--- src/rtl/fpu_sp_pkg.sv ---
// Shared widths and the raw add/subtract result type for the single-precision
// normalize/round stage.
package fpu_sp_pkg;

  localparam int EXP_W   = 8;
  localparam int FRAC_W  = 23;
  localparam int BIAS    = 127;
  localparam int EXP_MAX = 255;
  localparam int RAW_W   = 28;
  localparam int IEXP_W  = 10;

  typedef struct packed {
    logic             sign;
    logic [EXP_W-1:0] exp;
    logic [RAW_W-1:0] mant;
  } raw_res_t;

endpackage

--- src/rtl/fpu_sp_lzc27.sv ---
// Leading-zero counter for the 27-bit hidden+fraction+GRS field.
// count is 27 and zero is set when the input is all zeros.
module fpu_sp_lzc27 (
  input  logic [26:0] value,
  output logic [4:0]  count,
  output logic        zero
);

  // The highest set bit is visited last, so it decides the count.
  always_comb begin
    count = 5'd27;
    for (int i = 0; i < 27; i++) begin
      if (value[i]) count = 5'(26 - i);
    end
  end

  assign zero = ~|value;

endmodule

--- src/rtl/fpu_sp_norm_round.sv ---
// Two-stage normalize (stage 1) and round-to-nearest-even/pack (stage 2) for
// single precision. Define FPU_SP_FLAGS_EN to add the out_flags port and its logic.
module fpu_sp_norm_round
  import fpu_sp_pkg::*;
(
  input  logic              CLK,
  input  logic              nRST,
  input  logic              in_valid,
  output logic              in_ready,
  input  logic              in_sign,
  input  logic [EXP_W-1:0]  in_exp,
  input  logic [RAW_W-1:0]  in_mant,
  output logic              out_valid,
  input  logic              out_ready,
`ifdef FPU_SP_FLAGS_EN
  output logic [31:0]       out_result,
  output logic [2:0]        out_flags
`else
  output logic [31:0]       out_result
`endif
);

  raw_res_t            raw;
  logic [4:0]          lzc;
  logic                lz_zero;
  logic [EXP_W-1:0]    exp_m1;
  logic [4:0]          shamt;
  logic                n_sign;
  logic [IEXP_W-1:0]   n_exp;
  logic [25:0]         n_mant;

  logic                s1_valid;
  logic                s1_sign;
  logic [IEXP_W-1:0]   s1_exp;
  logic [25:0]         s1_mant;
  logic                s2_valid;
  logic                adv1;
  logic                adv2;

  logic                g, r, s, lsb, inc, carry, ovf;
  logic [FRAC_W:0]     frac_sum;
  logic [IEXP_W-1:0]   exp_fin;
  logic [31:0]         result;

  assign raw = '{sign: in_sign, exp: in_exp, mant: in_mant};

  fpu_sp_lzc27 u_lzc (
    .value (raw.mant[26:0]),
    .count (lzc),
    .zero  (lz_zero)
  );

  // Stage 1: n_mant holds fraction in [25:3] and G/R/S in [2:0]; the hidden
  // bit is implied by a non-zero exponent field.
  always_comb begin
    n_sign = raw.sign;
    n_exp  = '0;
    n_mant = '0;
    shamt  = '0;
    exp_m1 = raw.exp - 8'd1;
    if (raw.mant[27]) begin
      n_mant = {raw.mant[26:2], raw.mant[1] | raw.mant[0]};
      n_exp  = IEXP_W'(raw.exp) + 10'd1;
    end else if (lz_zero) begin
      n_sign = 1'b0;
    end else if (raw.exp == '0) begin
      n_mant = raw.mant[25:0];
    end else if ({3'b000, lzc} > exp_m1) begin
      // Shift stops at exponent 1, which encodes as a denormal with field 0.
      shamt  = exp_m1[4:0];
      n_mant = raw.mant[25:0] << shamt;
    end else begin
      shamt  = lzc;
      n_mant = raw.mant[25:0] << shamt;
      n_exp  = IEXP_W'(raw.exp) - IEXP_W'(lzc);
    end
  end

  assign adv2      = !s2_valid | out_ready;
  assign adv1      = !s1_valid | adv2;
  assign in_ready  = adv1;
  assign out_valid = s2_valid;

  always_ff @(posedge CLK or negedge nRST) begin
    if (!nRST) begin
      s1_valid <= 1'b0;
      s1_sign  <= 1'b0;
      s1_exp   <= '0;
      s1_mant  <= '0;
    end else if (adv1) begin
      s1_valid <= in_valid;
      if (in_valid) begin
        s1_sign <= n_sign;
        s1_exp  <= n_exp;
        s1_mant <= n_mant;
      end
    end
  end

  // Stage 2: a carry out of the fraction leaves the low 23 bits zero, and
  // also lifts a denormal into exponent 1.
  assign g        = s1_mant[2];
  assign r        = s1_mant[1];
  assign s        = s1_mant[0];
  assign lsb      = s1_mant[3];
  assign inc      = g & (r | s | lsb);
  assign frac_sum = {1'b0, s1_mant[25:3]} + {{FRAC_W{1'b0}}, inc};
  assign carry    = frac_sum[FRAC_W];
  assign exp_fin  = s1_exp + {{(IEXP_W-1){1'b0}}, carry};
  assign ovf      = exp_fin >= IEXP_W'(EXP_MAX);
  assign result   = ovf ? {s1_sign, 8'hFF, 23'h0}
                        : {s1_sign, exp_fin[EXP_W-1:0], frac_sum[FRAC_W-1:0]};

`ifdef FPU_SP_FLAGS_EN
  logic inexact;
  logic underflow;
  assign inexact   = g | r | s;
  assign underflow = !ovf && (exp_fin == '0) && inexact;
`endif

  always_ff @(posedge CLK or negedge nRST) begin
    if (!nRST) begin
      s2_valid   <= 1'b0;
      out_result <= '0;
`ifdef FPU_SP_FLAGS_EN
      out_flags  <= '0;
`endif
    end else if (adv2) begin
      s2_valid <= s1_valid;
      if (s1_valid) begin
        out_result <= result;
`ifdef FPU_SP_FLAGS_EN
        out_flags  <= {ovf, underflow, inexact};
`endif
      end
    end
  end

endmodule

--- config.mk ---
export PLATFORM = sky130hd
export DESIGN_NAME = fpu_sp_norm_round
export DESIGN_NICKNAME = d
export VERILOG_FILES = /design/src/rtl/fpu_sp_pkg.sv /design/src/rtl/fpu_sp_lzc27.sv /design/src/rtl/fpu_sp_norm_round.sv
export SDC_FILE = /design/constraint.sdc
export NUM_CORES = 1
export LEC_CHECK = 0
export CAP_MARGIN = 10
export CORE_MARGIN = 5
export CORE_UTILIZATION = 28
export CTS_BUF_LIST = sky130_fd_sc_hd__clkbuf_4
export DETAILED_ROUTE_END_ITERATION = 8
export GPL_TIMING_DRIVEN = 0
export PLACE_DENSITY = 0.56
export SYNTH_ARGS = -nofsm -noshare
export SYNTH_HDL_FRONTEND = slang
export SYNTH_HIERARCHICAL = 1
export SYNTH_SLANG_ARGS = --single-unit
export TNS_END_PERCENT = 30
--- constraint.sdc ---
create_clock -name CLK -period 7.4 [get_ports CLK]
set_input_delay 1.48 -clock CLK [delete_from_list [all_inputs] [get_ports CLK]]
set_output_delay 1.48 -clock CLK [all_outputs]
set_load 0.02 [all_outputs]
# Word level (Yosys, flattened, before mapping)
# Cells that the tools add are included.
# W data, S select, Z words.
# totals
input_bits,41
wordCells,65
output_inout_bits,34
ff_bits,71
# classes
bitwise_logic,6
magnitude_cmp,2
n_reduce_logical,6
addsub,5
shift,2
mux,38
# op_table
cell,n
$mux W26,4
$mux W5,16
$shl A26 B5 Y26,2
$mux W10,4
$mux W4,8
$mux W31,1
$reduce_or A27 Y1,1
$add A23 B1 Y24,1
$add A10 B1 Y10,1
$ge A10 B8 Y1 const B,1
$add A8 B1 Y9 const B,1
$sub A8 B5 Y9,1
$gt A5 B8 Y1,1
$logic_not A8 Y1,1
$sub A8 B1 Y8 const B,1
$or A1 B1 Y1,5
$mux W2,2
$reduce_and A2 Y1,2
$mux W1,3
$logic_not A1 Y1,2
$and A1 B1 Y1,1

# Longest topological paths before layout
# Gate-level depths: netlist (run 1).
# depth
word_depth,32
depth_mapped,18
depth_no_buf,17

# Cells and area by module
# The synthesis (run 1) kept the hierarchy.
# modules_own_cells
module,instances,area_per_inst_um2,cells_per_inst,seq_area_each_um2
fpu_sp_norm_round,1,5864.4,719,1776.7
fpu_sp_lzc27,1,339.1,51,0.0

# Worst setup path after synthesis (run 1)
# Ideal clock, no wire load.
# synth_path
path_type,input to register
from,input in_mant[7]
to,register s1_mant[21]
cell_stages,17
required_time_ns,7.269
slack_ns,2.190
n_path_buf,2
t_arrival_ns,5.079
setup_ns,0.131
cell_sequence,inv_1 > a2111oi_0 > a2111oi_0 > a211oi_1 > inv_1 > ha_1 > and4_1 > a211oi_1 > a211oi_2 > a21oi_2 > mux2i_1 > buf_2 > buf_2 > mux2i_1 > a21oi_1 > a22oi_1 > a31oi_1
# synth_via
elab_chain_len,25
word_cells_on_any_way,28
cone_classes,1 x order compare; 2 x shift; 24 x mux; 1 x reduce/logical
# synth_lines
element,line_no,rtl
"start, declared",fpu_sp_norm_round.sv:12,"input logic [RAW_W-1:0] in_mant,"
$mux W4 (*) (4 in series),fpu_sp_lzc27.sv:13,if (value[i]) count = 5'(26 - i);
$mux W5 (*) (16 in series),fpu_sp_lzc27.sv:13,
named net lzc[0],fpu_sp_norm_round.sv:24,logic [4:0] lzc;
$gt A5 B8 Y1 or $shl A26 B5 Y26 (tied branches),"fpu_sp_norm_round.sv:68, fpu_sp_norm_round.sv:74",
$mux W26 (*),fpu_sp_norm_round.sv:68,"end else if ({3'b000, lzc} > exp_m1) begin"
$mux W26 (*),fpu_sp_norm_round.sv:66,end else if (raw.exp == '0) begin
$mux W26 (*),fpu_sp_norm_round.sv:64,end else if (lz_zero) begin
$mux W26 (*),fpu_sp_norm_round.sv:61,if (raw.mant[27]) begin
"end signal, assigned",fpu_sp_norm_round.sv:95,s1_mant <= n_mant;
"end, declared",fpu_sp_norm_round.sv:35,logic [25:0] s1_mant;
# The timed path passes the listed nets; every way through them passes the cells marked *.
# A chain may end at the register's enable or synchronous reset.

# Worst setup path in the final report (run 1)
# layout_path
from,input in_mant[14]
to,register s1_mant[16]
# layout_via
elab_chain_len,18
word_cells_on_any_way,21
cone_classes,1 x order compare; 2 x shift; 17 x mux; 1 x reduce/logical
# layout_lines
element,line_no
$mux W5 (*) (13 in series),fpu_sp_lzc27.sv:13
named net lzc[1],fpu_sp_norm_round.sv:24
$gt A5 B8 Y1 or $shl A26 B5 Y26 (tied branches),"fpu_sp_norm_round.sv:68, fpu_sp_norm_round.sv:74"
$mux W26 (*),fpu_sp_norm_round.sv:68
$mux W26 (*),fpu_sp_norm_round.sv:66
$mux W26 (*),fpu_sp_norm_round.sv:64
$mux W26 (*),fpu_sp_norm_round.sv:61
# Marks and branches as above.

==> flow_summary.ini, run 1 <==
[synthesis]
syn-num-nets = 827
syn_area_mm2 = 0.00620
ys_seq_area_share_pct = 28.6
yosys-top-cells-area = dfrtp_1 29%, mux2i_1 7.6%, nand2_1 5.6%
synth_commonest_cells = 93 x nand2_1, 71 x dfrtp_1, 64 x a21oi_1, 62 x nor2_1, 62 x o21ai_0
synth_ff_type = dfrtp_1
synthMostInstantiatedCell = nand2_1
syn-mean-instance-area_um2 = 8.06
ys_ff_latch = 71
yosys.area.top_type = dfrtp_1
synth_edf_count = 0
synth_top_area_share_pct = 28.6
synthDistinctLibCells = 76
yosysWarnings = 6
syn_inst = 770
ys_async_sr_fraction_pct = 100

[pwr]
swShare_pct = 39.1
p_clk_share_pct = 18.4
switchingPower_uw = 525
combPwrFrac_pct = 42.0
p_leak_nw = 3.04
power_frac_seq_pct = 39.6
power_density_mw_per_mm2 = 180
peakVddDrop_mv = 0.0672
report.power.total_mw = 1.34
internal_power_uw = 817

[floorplan]
die-area_mm2 = 0.0252
die_w_um = 159
start_util_pct = 28.4
core_mm2 = 0.0218
rows = 54
die-height_um = 159
pin_count = 75

[route]
wl_per_cell_um = 19.1
drtAntennaViolNets = 0
vias = 6315
drt_wl_total_um = 21800
drt-pass1-iter-count = 5
drc = 0
routed_via_density = 5.54
drtIter0Drc = 616

[clocking]
post_cts_buffers = 0
cts_sinks = 71
insertion_delay_ps = 430
postCtsHoldBufs = 0
path_clk_slew_ps = 110
htreeDepth = 3
cts_made_buffers = 9
cts_buffer_depth = 2
root_buffer = clkbuf_4
cts_tree = done
cts_resized = 0

[grt]
grt_max_degree = 71
antenna_found_initial = 1
grt_pass1_wl_um = 35400
track_usage_pct = 17.0
gr-total-overflow = 0
grt_pass1_vias = 6261

[critical_path]
crit_arrival_ps = 7250
cp_max_fo = 10
cp_slowest_cell = a2111oi_1
worstSetupEndpointType = flip-flop
crit_chain = clkdlybuf4s50_1, nor4_4, o211ai_1, a2111oi_1, ha_1, and4_1, a211oi_1, a211oi_2, a21oi_2, mux2i_2, buf_2, buf_2, mux2i_1, a211oi_1, o21ai_0
worstPathRequired_ps = 7740
cpPeakStageDelay_ps = 960
path_class = input pin to flip-flop
cp-start-kind = input pin
r2r_cells = 17
r2r-start = s1_mant[3]
worstReg2RegEnd = out_result[11]
ff2ff_setup_slack_ps = 3260

[sta]
period_share_pct = 93.3
holdWs_ps = 485
hold_viol = 0
finClkSkew_ps = 18.4
worstMarginPinSlew_ps = 1030
setup_violations = 0
rsz0062_at_grt = false
slew_violations = 0
max_freq_mhz = 145
relSlewSlack_pct = 31.4
period_minus_slack_ps = 6910

[placement]
globalplace.congestion = 0.941
dpl.hpwl_um = 17100
dp.cells = 1123
port_buffers = 72
placed_area_mm2 = 0.00730

[run_status]
status = complete, no violations

[cells_and_area]
drive_gt1_share_pct = 6.87
area_growth_pct = 20.0
fin_cells = 1140
finish.instance_area_mm2 = 0.00744
fin_nets = 911

[hold_path]
whs_path_depth = 2
hold_end = out_result[16]
worstHoldPathType = flip-flop to flip-flop
min-delay-start = out_result[16]

[run]
drv_cap = 0
==> how the worst max path moves through the flow <==
stage	from	to	slack, ps
after floorplan	in_mant[7]	s1_mant[21]	2190
after global placement	in_mant[7]	s1_mant[24]	-250
after detailed placement	in_mant[7]	s1_mant[24]	-140
after CTS	in_mant[7]	s1_mant[24]	290
after global routing	in_mant[14]	s1_mant[16]	130
final	in_mant[14]	s1_mant[16]	490
==> layer usage <==
layer | routed length [µm] | up-vias | track usage (%)
li1 | - | 3029 | -
met1 | 10400 | 3021 | 25.2
met2 | 9470 | 236 | 25.7
met3 | 1410 | 29 | 1.43
met4 | 523 | 0 | 6.34
met5 | 0 | - | 0
==> layout make-up <==
type	instances	area (µm²)
fillers	2319	14400
repair buffers	73	746
well taps	280	350
diodes	1	2.50
clock inverters	5	48.8
flip-flops and latches	71	1780
clock buffers	11	82.6
plain buffers	43	193
multi-input cells	633	4160
inverters	23	86.3
==> power groups by stage <==
stage	clock network (mW)	registers, mW	logic, mW
global route	0.268	0.544	0.616
detailed placement	0	0.541	0.559
finish	0.247	0.531	0.564
CTS	0.256	0.532	0.561
floorplan	0	0.581	0.272
global placement	0	0.538	0.557
==> stage by stage <==
stage	setup WS, ps	util, %	TNS [ps]
floorplan	2190	-	0
global placement	-254	33.3	-1410
detailed placement	-141	33.4	-752
CTS	293	34.1	0
global route	126	34.1	0
finish	494	34.1	0
==> kinds of logic after synthesis <==
kind of cell             share of synthesized area (%)
AND/OR/NAND/NOR                                   21.9
AO/OA/AOI/OAI                                     26.1
flip-flops                                        28.6
buffers and inverters                             4.50
multiplexers                                      9.94
XOR/XNOR                                          5.51
adder cells (fa/ha/maj)                           3.35
==> sequential cells by signal, indices dropped and copies added (netlist names) <==
name / count
out_result: 32
s1_mant: 26
s1_exp: 10
out_valid: 1
s1_sign: 1
s1_valid: 1
==> critical path: cells and delay by family <==
kind	cells	cell delay, ps
and+or+nand+nor	2	620
buffers and inverters	3	1390
muxes	2	1040
AOI/OAI and AO/OA	7	2310
adders and majority gates	1	400
==> layout by cell type, fill, tap and decap left out, types with 7 or more instances in the layout <==
cell and count:
nand2_1 93, clkdlybuf4s50_1 71, dfrtp_1 71, a21oi_1 64, nor2_1 62, o21ai_0 62
mux2i_1 46, nand3_1 35, clkbuf_1 32, and3_1 28, inv_1 23, xor2_1 22
a221oi_1 19, xnor2_1 17, ha_1 15, nor3_1 14, mux2_2 13, clkbuf_4 11
a21o_1 8, a31oi_1 7, a22o_1 7
Power figures use the tool's default switching activity.
==> run 2, diff against run 1 <==
--- a/config.mk
+++ b/config.mk
@@ -11,7 +11,7 @@
 export CTS_BUF_LIST = sky130_fd_sc_hd__clkbuf_4
 export DETAILED_ROUTE_END_ITERATION = 8
 export GPL_TIMING_DRIVEN = 0
-export PLACE_DENSITY = 0.56
+export PLACE_DENSITY = 0.57
 export SYNTH_ARGS = -nofsm -noshare
 export SYNTH_HDL_FRONTEND = slang
 export SYNTH_HIERARCHICAL = 1
==> flow_summary.ini, run 2 (synthesis results as in run 1) <==
[run_status]
status = complete, no violations

[grt]
grt_pass1_vias = 6091
grt_pass1_wl_um = 34700
track_usage_pct = 16.7
antenna_found_initial = 1
gr-total-overflow = 0
grt_max_degree = 60

[placement]
dpl.hpwl_um = 17100
globalplace.congestion = 0.961
placed_area_mm2 = 0.00730
port_buffers = 72

[route]
routed_via_density = 5.48
drt_wl_total_um = 21500
vias = 6250
drtIter0Drc = 532
drc = 0
drtAntennaViolNets = 0
drt-pass1-iter-count = 5
wl_per_cell_um = 18.9

[sta]
period_share_pct = 93.2
finClkSkew_ps = 20.6
setup_violations = 0
slew_violations = 0
relSlewSlack_pct = 41.4
max_freq_mhz = 145
hold_viol = 0
rsz0062_at_grt = false
period_minus_slack_ps = 6900
worstMarginPinSlew_ps = 872

[critical_path]
cp_max_fo = 10
worstPathRequired_ps = 7720
crit_family = compound AO/OA/AOI/OAI gates
cp_slowest_cell = clkdlybuf4s50_1
cp-start-kind = input pin
ff2ff_setup_slack_ps = 3340
path_class = input pin to flip-flop
path_buf_inv = 5
crit_arrival_ps = 7220
worstSetupEndpointType = flip-flop
r2r_cells = 17
crit_chain = clkdlybuf4s50_1, inv_1, a2111oi_0, a2111oi_0, a211oi_2, inv_1, ha_1, and4_1, a211oi_1, a211oi_2, a21oi_2, mux2i_2, buf_2, buf_2, mux2i_1, mux2i_1, o21ai_0
worstReg2RegEnd = out_result[7]
cpPeakStageDelay_ps = 700
r2r-start = s1_mant[3]

[clocking]
cts_sinks = 71
path_clk_slew_ps = 110
htreeDepth = 3
root_buffer = clkbuf_4
insertion_delay_ps = 430
cts_buffer_depth = 2
cts_tree = done
post_cts_buffers = 0
cts_made_buffers = 9

[pwr]
report.power.total_mw = 1.34
p_leak_nw = 3.03
peakVddDrop_mv = 0.0716
power_density_mw_per_mm2 = 180

[floorplan]
die-area_mm2 = 0.0252
pin_count = 75
die-height_um = 159
rows = 54
die_w_um = 159
start_util_pct = 28.4
core_mm2 = 0.0218

[hold_path]
hold_end = out_result[31]
min-delay-start = s1_sign
worstHoldPathType = flip-flop to flip-flop
whs_path_depth = 2

[cells_and_area]
final_cell_mix = 93 x nand2_1, 71 x clkdlybuf4s50_1, 71 x dfrtp_1, 64 x a21oi_1
top_register = out_result
largestRegisters = out_result x32, s1_mant x26, s1_exp x10
largest_register_ffs = 32
fin_nets = 911
final_util_pct = 34.1
area_growth_pct = 20.0
finish.instance_area_mm2 = 0.00745
final_common_cell = nand2_1
drive_gt1_share_pct = 6.75

[run]
drv_cap = 0
## run 2: through the flow
step,hold WS (ps),worst slack [ps],TNS [ps],cells
global route,517,162,0,1140
global placement,459,-387,-2600,1122
CTS,495,171,0,1139
finish,487,500,0,1140
floorplan,439,2190,0,770
detailed placement,464,-321,-1320,1123
## run 2: worst max-delay path by stage
stage,startpoint,end,slack [ps],cells after the start
final,in_mant[7],s1_mant[24],500,17
after global routing,in_mant[7],s1_mant[24],160,17
after CTS,in_mant[7],s1_mant[24],170,17
after detailed placement,in_mant[7],s1_mant[24],-320,17
after global placement,in_mant[7],s1_mant[24],-390,17
after floorplan,in_mant[7],s1_mant[21],2190,17
## run 2: worst register-to-register path, cell delays in order, from the launching register on
cell and delay [ps]:
dfrtp_1 400, and2_1 170, nand3_1 120, nor2_1 180, and3_1 250, and4_1 270, and2_1 230, and3_1 230
ha_1 260, ha_1 280, nand2_1 70, nor2_1 90, a21oi_1 50, o31ai_1 250, a21oi_1 100, o211ai_1 480
clkbuf_1 370, o21ai_0 150
## run 2: power by group
group | switching (mW) | leakage (nW) | total (mW) | internal, mW
clock | 0.137 | 0.0696 | 0.244 | 0.108
sequential | 0.0660 | 0.858 | 0.532 | 0.467
combinational | 0.319 | 2.10 | 0.562 | 0.243
## run 2: routing by layer
metal | vias to the layer above | routed length (µm) | track usage [%]
met5 | - | 0 | 0
met4 | 0 | 637 | 6.37
met3 | 40 | 1330 | 2.33
met2 | 219 | 9320 | 25.0
met1 | 2954 | 10300 | 24.4
li1 | 3037 | - | -
## run 2: repair_timing
item	in CTS	in global routing
gates resized for setup	0	3
hold buffers	0	0
endpoints found under the setup margin	0	8
## run 2: final cells by class
cell class / count / area [µm²]
multi-input cells: 633 / 4160
flip-flops and latches: 71 / 1780
plain buffers: 43 / 193
repair buffers: 73 / 746
diodes: 1 / 2.50
well taps: 280 / 350
fillers: 2304 / 14400
inverters: 23 / 86.3
clock inverters: 5 / 48.8
clock buffers: 11 / 82.6
